===== src/rtl/key_event_queue.sv =====
// Debounces 16 raw key levels, turns debounced edges into press/release events and
// queues them in a small first-word-fall-through FIFO for the page logic to pop.

module key_event_debounce #(
  parameter int STABLE_N = 4
) (
  input  logic clk_i,
  input  logic rst_i,
  input  logic tick_i,
  input  logic btn_i,
  output logic state_o,
  output logic rise_o,
  output logic fall_o
);
  logic [STABLE_N-1:0] hist_q, hist_d;
  logic                state_q, state_d;

  always_comb begin
    hist_d  = hist_q;
    state_d = state_q;
    if (tick_i) begin
      hist_d = {hist_q[STABLE_N-2:0], btn_i};
      if (&hist_d)       state_d = 1'b1;
      else if (~|hist_d) state_d = 1'b0;
    end
  end

  always_ff @(posedge clk_i or posedge rst_i) begin
    if (rst_i) begin
      hist_q  <= '0;
      state_q <= 1'b0;
    end else begin
      hist_q  <= hist_d;
      state_q <= state_d;
    end
  end

  assign state_o = state_q;
  assign rise_o  = ~state_q & state_d;
  assign fall_o  = state_q & ~state_d;
endmodule

module key_event_queue #(
  parameter int SAMPLE_DIV = 50000,
  parameter int STABLE_N   = 4,
  parameter int FIFO_AW    = 3
) (
  input  logic             clk,
  input  logic             rst,
  input  logic [15:0]      btns,
  input  logic             rd_en,
  input  logic             clr_ovf,
  output logic             ev_valid,
  output logic [3:0]       ev_key,
  output logic             ev_press,
  output logic [15:0]      key_state,
  output logic [FIFO_AW:0] count,
  output logic             overflow
);
  localparam int DEPTH = 2**FIFO_AW;
  localparam int DIV_W = (SAMPLE_DIV > 1) ? $clog2(SAMPLE_DIV) : 1;

  typedef struct packed {
    logic [3:0] key;
    logic       press;
  } ev_t;

  logic [DIV_W-1:0]   div_q;
  logic               tick;
  logic [15:0]        state, rise, fall;
  logic [15:0]        pend_p_q, pend_p_d, pend_r_q, pend_r_d;
  logic [31:0]        pend_all, sel_mask;
  logic               sel_vld;
  logic [4:0]         sel_idx;
  ev_t                sel_ev;
  ev_t                mem_q [DEPTH];
  logic [FIFO_AW-1:0] wr_ptr_q, rd_ptr_q;
  logic [FIFO_AW:0]   count_q, count_d;
  logic               ovf_q;
  logic               pop, push, drop;

  assign tick = (div_q == DIV_W'(SAMPLE_DIV - 1));

  always_ff @(posedge clk or posedge rst) begin
    if (rst) div_q <= '0;
    else     div_q <= tick ? '0 : div_q + 1'b1;
  end

  for (genvar k = 0; k < 16; k++) begin : g_lane
    key_event_debounce #(.STABLE_N(STABLE_N)) u_deb (
      .clk_i  (clk),
      .rst_i  (rst),
      .tick_i (tick),
      .btn_i  (btns[k]),
      .state_o(state[k]),
      .rise_o (rise[k]),
      .fall_o (fall[k])
    );
  end

  // Presses occupy indices 0..15 and releases 16..31, so the lowest set bit wins.
  assign pend_all = {pend_r_q, pend_p_q};

  always_comb begin
    sel_vld = 1'b0;
    sel_idx = '0;
    for (int i = 31; i >= 0; i--) begin
      if (pend_all[i]) begin
        sel_vld = 1'b1;
        sel_idx = 5'(i);
      end
    end
  end

  assign sel_mask   = sel_vld ? (32'd1 << sel_idx) : 32'd0;
  assign sel_ev     = '{key: sel_idx[3:0], press: ~sel_idx[4]};
  // A fresh edge on the same edge as its clear must survive.
  assign pend_p_d   = (pend_p_q & ~sel_mask[15:0])  | rise;
  assign pend_r_d   = (pend_r_q & ~sel_mask[31:16]) | fall;

  assign pop  = rd_en && ev_valid;
  assign push = sel_vld && ((count_q < (FIFO_AW+1)'(DEPTH)) || pop);
  assign drop = sel_vld && !push;

  always_comb begin
    count_d = count_q;
    case ({push, pop})
      2'b10:   count_d = count_q + 1'b1;
      2'b01:   count_d = count_q - 1'b1;
      default: count_d = count_q;
    endcase
  end

  always_ff @(posedge clk or posedge rst) begin
    if (rst) begin
      pend_p_q <= '0;
      pend_r_q <= '0;
      wr_ptr_q <= '0;
      rd_ptr_q <= '0;
      count_q  <= '0;
      ovf_q    <= 1'b0;
    end else begin
      pend_p_q <= pend_p_d;
      pend_r_q <= pend_r_d;
      count_q  <= count_d;
      if (push) wr_ptr_q <= wr_ptr_q + 1'b1;
      if (pop)  rd_ptr_q <= rd_ptr_q + 1'b1;
      if (drop)         ovf_q <= 1'b1;
      else if (clr_ovf) ovf_q <= 1'b0;
    end
  end

  // Storage is masked by ev_valid on the way out, so it needs no reset.
  always_ff @(posedge clk) begin
    if (push) mem_q[wr_ptr_q] <= sel_ev;
  end

  assign ev_valid  = (count_q != '0);
  assign ev_key    = ev_valid ? mem_q[rd_ptr_q].key   : 4'd0;
  assign ev_press  = ev_valid ? mem_q[rd_ptr_q].press : 1'b0;
  assign key_state = state;
  assign count     = count_q;
  assign overflow  = ovf_q;
endmodule


===== config.mk =====
export PLATFORM = sky130hd
export DESIGN_NAME = key_event_queue
export DESIGN_NICKNAME = d
export VERILOG_FILES = /design/src/rtl/key_event_queue.sv
export SDC_FILE = /design/constraint.sdc
export NUM_CORES = 1
export LEC_CHECK = 0
export CAP_MARGIN = 0
export CORE_MARGIN = 5
export CORE_UTILIZATION = 64
export CTS_CLUSTER_DIAMETER = 30
export CTS_CLUSTER_SIZE = 40
export DETAILED_ROUTE_END_ITERATION = 8
export GPL_TIMING_DRIVEN = 0
export PLACE_DENSITY = 0.87
export SLEW_MARGIN = 15
export SYNTH_ARGS = -nofsm -noshare
export SYNTH_HDL_FRONTEND = slang
export SYNTH_SLANG_ARGS = --single-unit
export TNS_END_PERCENT = 1

===== constraint.sdc =====
create_clock -name clk -period 10.8 [get_ports clk]
set_input_delay 2.7 -clock clk [delete_from_list [all_inputs] [get_ports clk]]
set_output_delay 2.7 -clock clk [all_outputs]
set_load 0.005 [all_outputs]

After elaboration in Yosys (flattened, before gate mapping)
Memories as Yosys holds them, arrays and structs flattened.
Index checks and enable logic that the tools add are counted.

operators by class
  $mul = 0
  $lt $le $gt $ge = 1
  div/mod/pow operators = 0
  bitwise logic cells = 71
  mux-type cells = 121
  reductions and logical operators = 40
  shift-type cells = 1
  equal/unequal tests = 3
  add/subtract/negate cells = 5

operator list
  kind                                                  count
  two-way mux 5 bit                                     32
  two-way mux 1 bit                                     85
  AND reduction 4 bit                                   16
  OR reduction 4 bit                                    16
  NOT 1 bit                                             33
  AND 1 bit                                             32
  AND 16 bit                                            2
  two-way mux 32 bit                                    1
  NOT 16 bit                                            2
  bitwise OR 16 bit                                     2
  left shift 1 x 5 -> 32 bit (first input constant)     1
  adder 16 x 1 -> 16 bit (second input constant)        1
  equality test 16 bit (second input constant)          1
  two-way mux 16 bit                                    1
  one-hot mux 4 bit (2 select lines)                    1
  adder 3 x 1 -> 3 bit (second input constant)          2
  adder 4 x 1 -> 4 bit (second input constant)          1
  less-than comparator 4 bit (second input constant)    1
  two-way mux 4 bit                                     1
  nonzero test 2 bit                                    2
  nonzero test 4 bit                                    1
  subtractor 4 x 1 -> 4 bit (second input constant)     1
  logical AND 1 bit                                     3
  equality test 2 x 1 -> 1 bit (second input constant)  1
  other kinds (3)                                       3

storage, ports and cells
  memory bits (read-only) = 0
  memories = 1
  latch bits = 0
  memory bits (writable) = 40
  bits of input ports = 20
  register bits after elaboration = 123
  word-level logic and storage cells = 282

memories
  memory  depth  width  read ports  clocked after memory_dff  wr ports  RTL line  RTL
  mem_q   8      5      1           0                         1         76        ev_t mem_q [DEPTH];

Longest topological paths before layout
Gate-level depths: netlist of run 1.

  word-level depth = 37
  depth in mapped cells = 12
  mapped depth without buffers = 12

Cells and area by module
Synthesis of run 1 repeated with hierarchy kept, for this count alone.

unflattened totals
  cells, all modules = 672
  area, all modules = 7,796.2 um^2

by module, submodules not included
  module              times used  area an instance (um^2)  seq. area each (um^2)  cells an instance
  key_event_queue     1           4,613.2                  2,677.6                400
  key_event_debounce  16          198.9                    100.1                  17

Least setup slack after synthesis of run 1
No wires, ideal clock.

  path type = input to register
  start point = input port rd_en
  end point = register count_q[2] (netlist: count[2])
  cell stages on the path = 10
  arrival time = 4.182 ns
  library setup time = 0.127 ns
  path slack = 6.491 ns
  path buffers = 0
  data required time = 10.673 ns
  cells stage by stage = nand2b_1 nor2b_1 inv_2 ha_1 xor2_1 ha_1 a21oi_1 xor2_1 nor2_1 xor2_1

between the ends
  word-level cells in the longest chain between the ends = 5
  elaborated cells on any way between the ends = 7
  classes of those cells = 2 x eq/ne; 1 x mux; 4 x reduce/logical

ends and longest elaborated chain
  what                                                                      RTL line  RTL
  from (decl)                                                               51        input logic rd_en,
  logical AND 1 bit *                                                       121       assign pop = rd_en && ev_valid;
  logical OR 1 bit                                                          122       assign push = sel_vld && ((count_q < (FIFO_AW+1)'(DEPTH)) || pop);
  logical AND 1 bit                                                         122
  equality test 2 x 1 -> 1 bit or equality test 2 bit (tied branches)       127       case ({push, pop})
  one-hot mux 4 bit (2 select lines) or nonzero test 2 bit (tied branches)  n/a
  to (signal assigned)                                                      145       count_q <= count_d;
  to (decl)                                                                 78        logic [FIFO_AW:0] count_q, count_d;

Mark *: on every way between the ends. The rest lies on a longest branch, timed or not.
A chain may end at the register's enable or synchronous reset.

Worst setup path in the final report of run 1
  start point = register rd_ptr_q[0]
  end point = output port ev_key[2]

between the ends
  word-level cells in the longest chain between the ends = 2

ends and longest elaborated chain
  what                     RTL line  RTL
  from (decl)              77        logic [FIFO_AW-1:0] wr_ptr_q, rd_ptr_q;
  from (signal assigned)   147       if (pop) rd_ptr_q <= rd_ptr_q + 1'b1;
  memory read (8 x 5 bit)  n/a
  two-way mux 4 bit        159       assign ev_key = ev_valid ? mem_q[rd_ptr_q].key : 4'd0;
  to (decl)                54        output logic [3:0] ev_key,

No other way between the ends.

==> results of run 1 <==
## cell type report
type	count	area, um^2
plain buffers	43	239
flip-flops and latches	163	4280
inverters	29	114
multi-input cells	495	2910
repair buffers	47	488
clock inverters	12	161
well taps	143	179
fillers	744	2660
clock buffers	20	437
## flip-flops by register name (all words and copies together), names as in the netlist
register and cells:
count 4, mem_q 40, pend_r_q 16, g_lane.u_deb.hist_q 48, pend_p_q 16, rd_ptr_q 3, overflow 1, g_lane.u_deb.state_o 16
div_q 16, wr_ptr_q 3
## routing by layer
metal | track usage | vias up
met5 | 0 | -
met4 | 0.103 | 0
met3 | 0.0587 | 39
met2 | 0.459 | 199
met1 | 0.350 | 2894
li1 | - | 2718
## final timing paths
check | start | to | slack, ns | cells after the start
max | rd_ptr_q[0] | ev_key[2] | 5.62 | 5
min | div_q[0] | div_q[0] | 0.46 | 1
max reg2reg | pend_p_q[11] | count[2] | 7.51 | 12
min reg2reg | div_q[0] | div_q[0] | 0.46 | 1
max in group asynchronous | rst | pend_r_q[7] | 7.40 | 3
min in group asynchronous | rst | overflow | 2.67 | 2
## kinds of logic after synthesis
| logic type | Yosys count | share of synthesized area |
|---|---|---|
| AND/OR/NAND/NOR | 344 | 0.218 |
| flip-flops | 163 | 0.568 |
| AO/OA/AOI/OAI | 106 | 0.0928 |
| buffers and inverters | 72 | 0.0462 |
| XOR/XNOR | 22 | 0.0256 |
| multiplexers | 17 | 0.0395 |
| adder cells (fa/ha/maj) | 6 | 0.00996 |
## synthesized netlist by cell type, types with 4 or more instances
library cell  count
edfxtp_1         40
a21o_1            6
or4_1            16
inv_1            26
nand4_1          19
clkbuf_1          9
o21ai_0          10
nor4b_1           4
nor3b_1           7
nor3_1           15
nand3b_1          4
nor4_1           12
o31ai_1           7
nand3_1          16
mux4_2           10
nand2_1         158
and3_1            7
nand2b_1         14
nor2_1           57
dfrtp_1         123
o41ai_1          10
xor2_1           14
xnor2_1           8
mux2i_1           5
o21ai_1          14
buf_2             8
buf_4            16
ha_1              6
and2_1            4
a21oi_1          33
buf_1             9
## power by group
part           leakage, nW  switching (W)  total, W  internal [W]
clock                0.288       0.000235  0.000618      0.000383
sequential            1.88      0.0000687  0.000832      0.000763
combinational         1.61       0.000377  0.000613      0.000236
total                 3.77       0.000680   0.00206       0.00138
## metrics by stage
step | worst slack [ns] | area (um^2) | std cells | utilization
2_1_floorplan | 4.83 | 7530 | 730 | -
3_3_place_gp | 3.32 | 8170 | 919 | 0.713
3_5_place_dp | 5.79 | 8210 | 920 | 0.716
4_1_cts | 5.57 | 8800 | 952 | 0.768
5_1_grt | 5.47 | 8800 | 952 | 0.768
6_report | 5.62 | 8800 | 952 | 0.768
## worst max-delay path, delay by kind of cell, from the launching register on
kind | cells | cell delay [ns]
buf+inv | 2 | 0.83
flops | 1 | 0.40
mux | 2 | 0.77
simple gates | 1 | 0.06
==> impl_metrics.ini, run 1 <==
[cts]
tritoncts = built
cts_made_buffers = 17
clock_latency_ns = 0.43
htreeDepth = 4
postCtsHoldBufs = 0
cts_buffer_depth = 2
clkSinkCount = 163
post-cts-setup-buffers = 0
clockRootBuffer = clkbuf_16
clkTransAtPathRegs_ns = 0.06
cts_resized = 0

[final_layout]
layout_commonest_cell = nand2_1
areaGrowthSynthToFinish_pct = 16.9
drive_above_1_share = 0.0890
insertedDiodeCount = 0
fin_nets = 822
final_cell_mix = 158 x nand2_1, 123 x dfrtp_1, 57 x nor2_1

[hold_path]
hold_class = flip-flop to flip-flop

[yosys]
syn_area_um2 = 7530
yosysWarnings = 0
synthArstFlopShare = 0.755
synthCells = 730
synth_top_area_frac = 0.409
synth-main-ff-cell = dfrtp_1
synth_cell_types = 54
syn_area_per_cell_um2 = 10.3
ys_seq_area_frac = 0.568
synth_edf_count = 40
yosys_register_bits = 163
synth_top_area_cell = dfrtp_1
synthTopCellsByArea = dfrtp_1 41%, edfxtp_1 16%, nand2_1 7.9%
syn-num-nets = 756

[routing]
wl_met1_mm = 7.62
via_count = 5850
dr_wl_met3_um = 926
top_layer = met4
dr.first_iter.drc_count = 543
routed_wl_mm = 18.3
drc_errors = 0
dr.pass1.iters = 5
routedWlPerCell_um = 19.2
detail-route-antenna-nets = 0
wl_met2_mm = 9.33
vias_per_cell = 6.14

[place]
place_congestion = 0.966
hpwl_mm = 12.9
port_buffers = 46

[flow_run]
max_cap_viol_count = 0

[worst_setup_path]
crit_slowest_cell = mux4_2
path_cells = buf_2 -> mux4_2 -> mux2i_1 -> nor2_1 -> clkdlybuf4s50_1
path_max_fanout = 10
setup.worst_path.end_class = primary output
required_ns = 8.10
slowest_delay_ns = 0.59
cp-start-kind = flip-flop
cp.arrival_ns = 2.48
criticalPathCategory = flip-flop to primary output

[power_and_ir_drop]
ir_worst_vdd_uv = 233
cellPowerDensity_nw_per_um2 = 234
leakagePower_nw = 3.77
finalPower_w = 0.00206

[floorplanning]
io-pin-count = 47
core.rowCount = 39
core_um2 = 11500
initial_core_util = 0.657
die-area_um2 = 14000
die_y_um = 118
die_w_um = 118

[sta]
relSlewSlack = 0.320
clock_skew_ns = 0.00731
tns_ns = 0
hold_violations = 0
rsz0062_at_grt = no
holdWs_ns = 0.457
max_freq_ghz = 0.193
tightestPinTransition_ns = 1.01
final-setup-viol-count = 0
period_share = 0.480
min_period_ns = 5.18
maxSlewViolCount = 0

[grt]
grt_max_degree = 82
grt_pass1_vias = 5959
gr-total-overflow = 0
antenna_found_initial = 0
grt_pass1_wl_mm = 30.3
grtUsageTotal = 0.273

[run_status]
outcome = completed
Power figures use the tool's default switching activity.
==> run 2: changes to the inputs <==
--- a/config.mk
+++ b/config.mk
@@ -7,12 +7,12 @@
 export LEC_CHECK = 0
 export CAP_MARGIN = 0
 export CORE_MARGIN = 5
-export CORE_UTILIZATION = 64
+export CORE_UTILIZATION = 59
 export CTS_CLUSTER_DIAMETER = 30
 export CTS_CLUSTER_SIZE = 40
 export DETAILED_ROUTE_END_ITERATION = 8
 export GPL_TIMING_DRIVEN = 0
-export PLACE_DENSITY = 0.87
+export PLACE_DENSITY = 0.81
 export SLEW_MARGIN = 15
 export SYNTH_ARGS = -nofsm -noshare
 export SYNTH_HDL_FRONTEND = slang
==> constraint.sdc (replaced) <==
create_clock -name clk -period 5.35 [get_ports clk]
set_input_delay 1.3375 -clock clk [delete_from_list [all_inputs] [get_ports clk]]
set_output_delay 1.3375 -clock clk [all_outputs]
set_load 0.005 [all_outputs]
==> run 2 against run 1 <==
Combinational power rose by 100%; via count fell by 0.99%; die area is 7.7% higher; power grew 99%; sequential power increased by 100%; sequential share of layout area decreased by 0.12 points; largest power group unchanged.
==> impl_metrics.ini, run 2 (same netlist as run 1, synthesis figures left out) <==
[run_status]
outcome = completed

[floorplanning]
core_um2 = 12600
initial_core_util = 0.599
die-area_um2 = 15100
core.rowCount = 41
die_w_um = 123
io-pin-count = 47
die_y_um = 123

[final_layout]
finalInstanceArea_um2 = 8820
areaGrowthSynthToFinish_pct = 17.1
final_cell_mix = 158 x nand2_1, 123 x dfrtp_1, 57 x nor2_1
drive_above_1_share = 0.0964
insertedDiodeCount = 0
fillers = 906
reg_top3 = g_lane.u_deb.hist_q x48, mem_q x40
largest_register_ff_count = 48
layout_commonest_cell = nand2_1
fin_nets = 822
largest_register = g_lane.u_deb.hist_q
instances_no_fill = 981

[cts]
clockRootBuffer = clkbuf_16
htreeDepth = 4
postCtsHoldBufs = 0
cts_buffer_depth = 2
cts_resized = 0
clkSinkCount = 163
cts_made_buffers = 17
post-cts-setup-buffers = 0
tritoncts = built
clkTransAtPathRegs_ns = 0.06
clock_latency_ns = 0.43

[worst_setup_path]
reg2reg_from = pend_p_q[7]
worst-path-stages = 5
required_ns = 4.01
reg2reg_depth = 12
r2r_slack_ns = 2.18
setup.worst_path.end_class = primary output
critPathLaunch = rd_ptr_q[0]
crit_path_end = ev_key[2]
cp.arrival_ns = 2.43
path_max_fanout = 10
cpLargestDelayFamily = buffers and inverters
worstReg2RegEnd = count[2]
path_cells = buf_2 -> mux4_2 -> mux2i_1 -> nor2_1 -> clkdlybuf4s50_1
slowest_delay_ns = 0.59
criticalPathCategory = flip-flop to primary output
cp-start-kind = flip-flop
path_buf_inv = 2
crit_slowest_cell = mux4_2

[routing]
routed_wl_mm = 18.0
vias_per_cell = 5.90
routedWlPerCell_um = 18.4
via_count = 5792
detail-route-antenna-nets = 0
dr.pass1.iters = 5
drc_errors = 0
dr.first_iter.drc_count = 452

[grt]
grt_pass1_wl_mm = 29.7
grt_max_degree = 86
antenna_found_initial = 0
grt_pass1_vias = 5934
grtUsageTotal = 0.259
gr-total-overflow = 0

[place]
placed_cell_area_um2 = 8240
port_buffers = 46
hpwl_mm = 12.8
place_inst = 949
place_congestion = 0.979

[sta]
max_freq_ghz = 0.266
tightestPinTransition_ns = 0.963
clock_skew_ns = 0.00813
final-setup-viol-count = 0
min_period_ns = 3.76
hold_violations = 0
rsz0062_at_grt = no
relSlewSlack = 0.352
maxSlewViolCount = 0
period_share = 0.703

[power_and_ir_drop]
leakagePower_nw = 3.76
cellPowerDensity_nw_per_um2 = 464
ir_worst_vdd_uv = 232

[flow_run]
max_cap_viol_count = 0

[hold_path]
hold_class = flip-flop to flip-flop
-- run 2: cell count changes in the layout (fill, tap and decap cells not counted), sizes merged --
cell | before | now
bufinv | 4 | 1
clkbuf | 29 | 30
clkinvlp | 1 | 4
clkinv | 6 | 5
-- run 2: layer usage --
| layer | wire, um | GRT usage | part of all wire | vias to the layer above |
|---|---|---|---|---|
| met1 | 7400 | 0.328 | 0.41 | 2830 |
| met4 | 635 | 0.125 | 0.035 | 0 |
| met3 | 969 | 0.0563 | 0.054 | 42 |
| li1 | - | - | - | 2711 |
| met2 | 9010 | 0.427 | 0.50 | 209 |
| met5 | 0 | 0 | 0 | - |
-- run 2: worst min-delay path by stage --
stage | start | to | slack [ns] | cells after the start
floorplan | div_q[0] | div_q[0] | 0.43 | 1
global placement | div_q[0] | div_q[0] | 0.44 | 1
detailed placement | g_lane[4].u_deb.hist_q[0] | pend_r_q[4] | 0.47 | 1
CTS | div_q[0] | div_q[0] | 0.48 | 1
global route | g_lane[4].u_deb.hist_q[0] | pend_r_q[4] | 0.50 | 1
finish | div_q[0] | div_q[0] | 0.48 | 1
-- run 2: final cells by class --
| class | instances | area [um^2] | area share |
|---|---|---|---|
| plain buffers | 43 | 239 | 0.0271 |
| inverters | 29 | 114 | 0.0129 |
| repair buffers | 47 | 488 | 0.0553 |
| flip-flops and latches | 163 | 4280 | 0.485 |
| multi-input cells | 495 | 2910 | 0.329 |
| well taps | 172 | 215 | 0.0244 |
| clock inverters | 11 | 101 | 0.0115 |
| clock buffers | 21 | 482 | 0.0546 |
-- run 2: worst reg2reg max path, stage by stage, from the launching register on --
cell and delay (ns):
dfrtp_1 0.43, nor4_1 0.51, nand2_1 0.29, nor3_1 0.42
nor2b_1 0.18, inv_2 0.12, ha_1 0.27, xor2_1 0.10
ha_1 0.19, a21oi_1 0.17, xor2_1 0.17, nor2_1 0.06
xor2_1 0.14
-- run 2: per-stage QoR --
step | TNS, ns | setup WS (ns) | power (W) | util | hold slack, ns
floorplan | 0 | 0.742 | 0.00244 | - | 0.425
global placement | -96.97 | -0.800 | 0.00285 | 0.653 | 0.442
detailed placement | 0 | 1.66 | 0.00291 | 0.656 | 0.471
CTS | 0 | 1.53 | 0.00410 | 0.702 | 0.484
global route | 0 | 1.39 | 0.00431 | 0.702 | 0.499
finish | 0 | 1.59 | 0.00410 | 0.702 | 0.483
-- run 2: report_power, final --
group          switching [W]  internal (W)  total [W]  leakage (nW)
Sequential          0.000140       0.00154    0.00168          1.88
Clock               0.000493      0.000693    0.00119         0.277
Combinational       0.000756      0.000476    0.00123          1.61
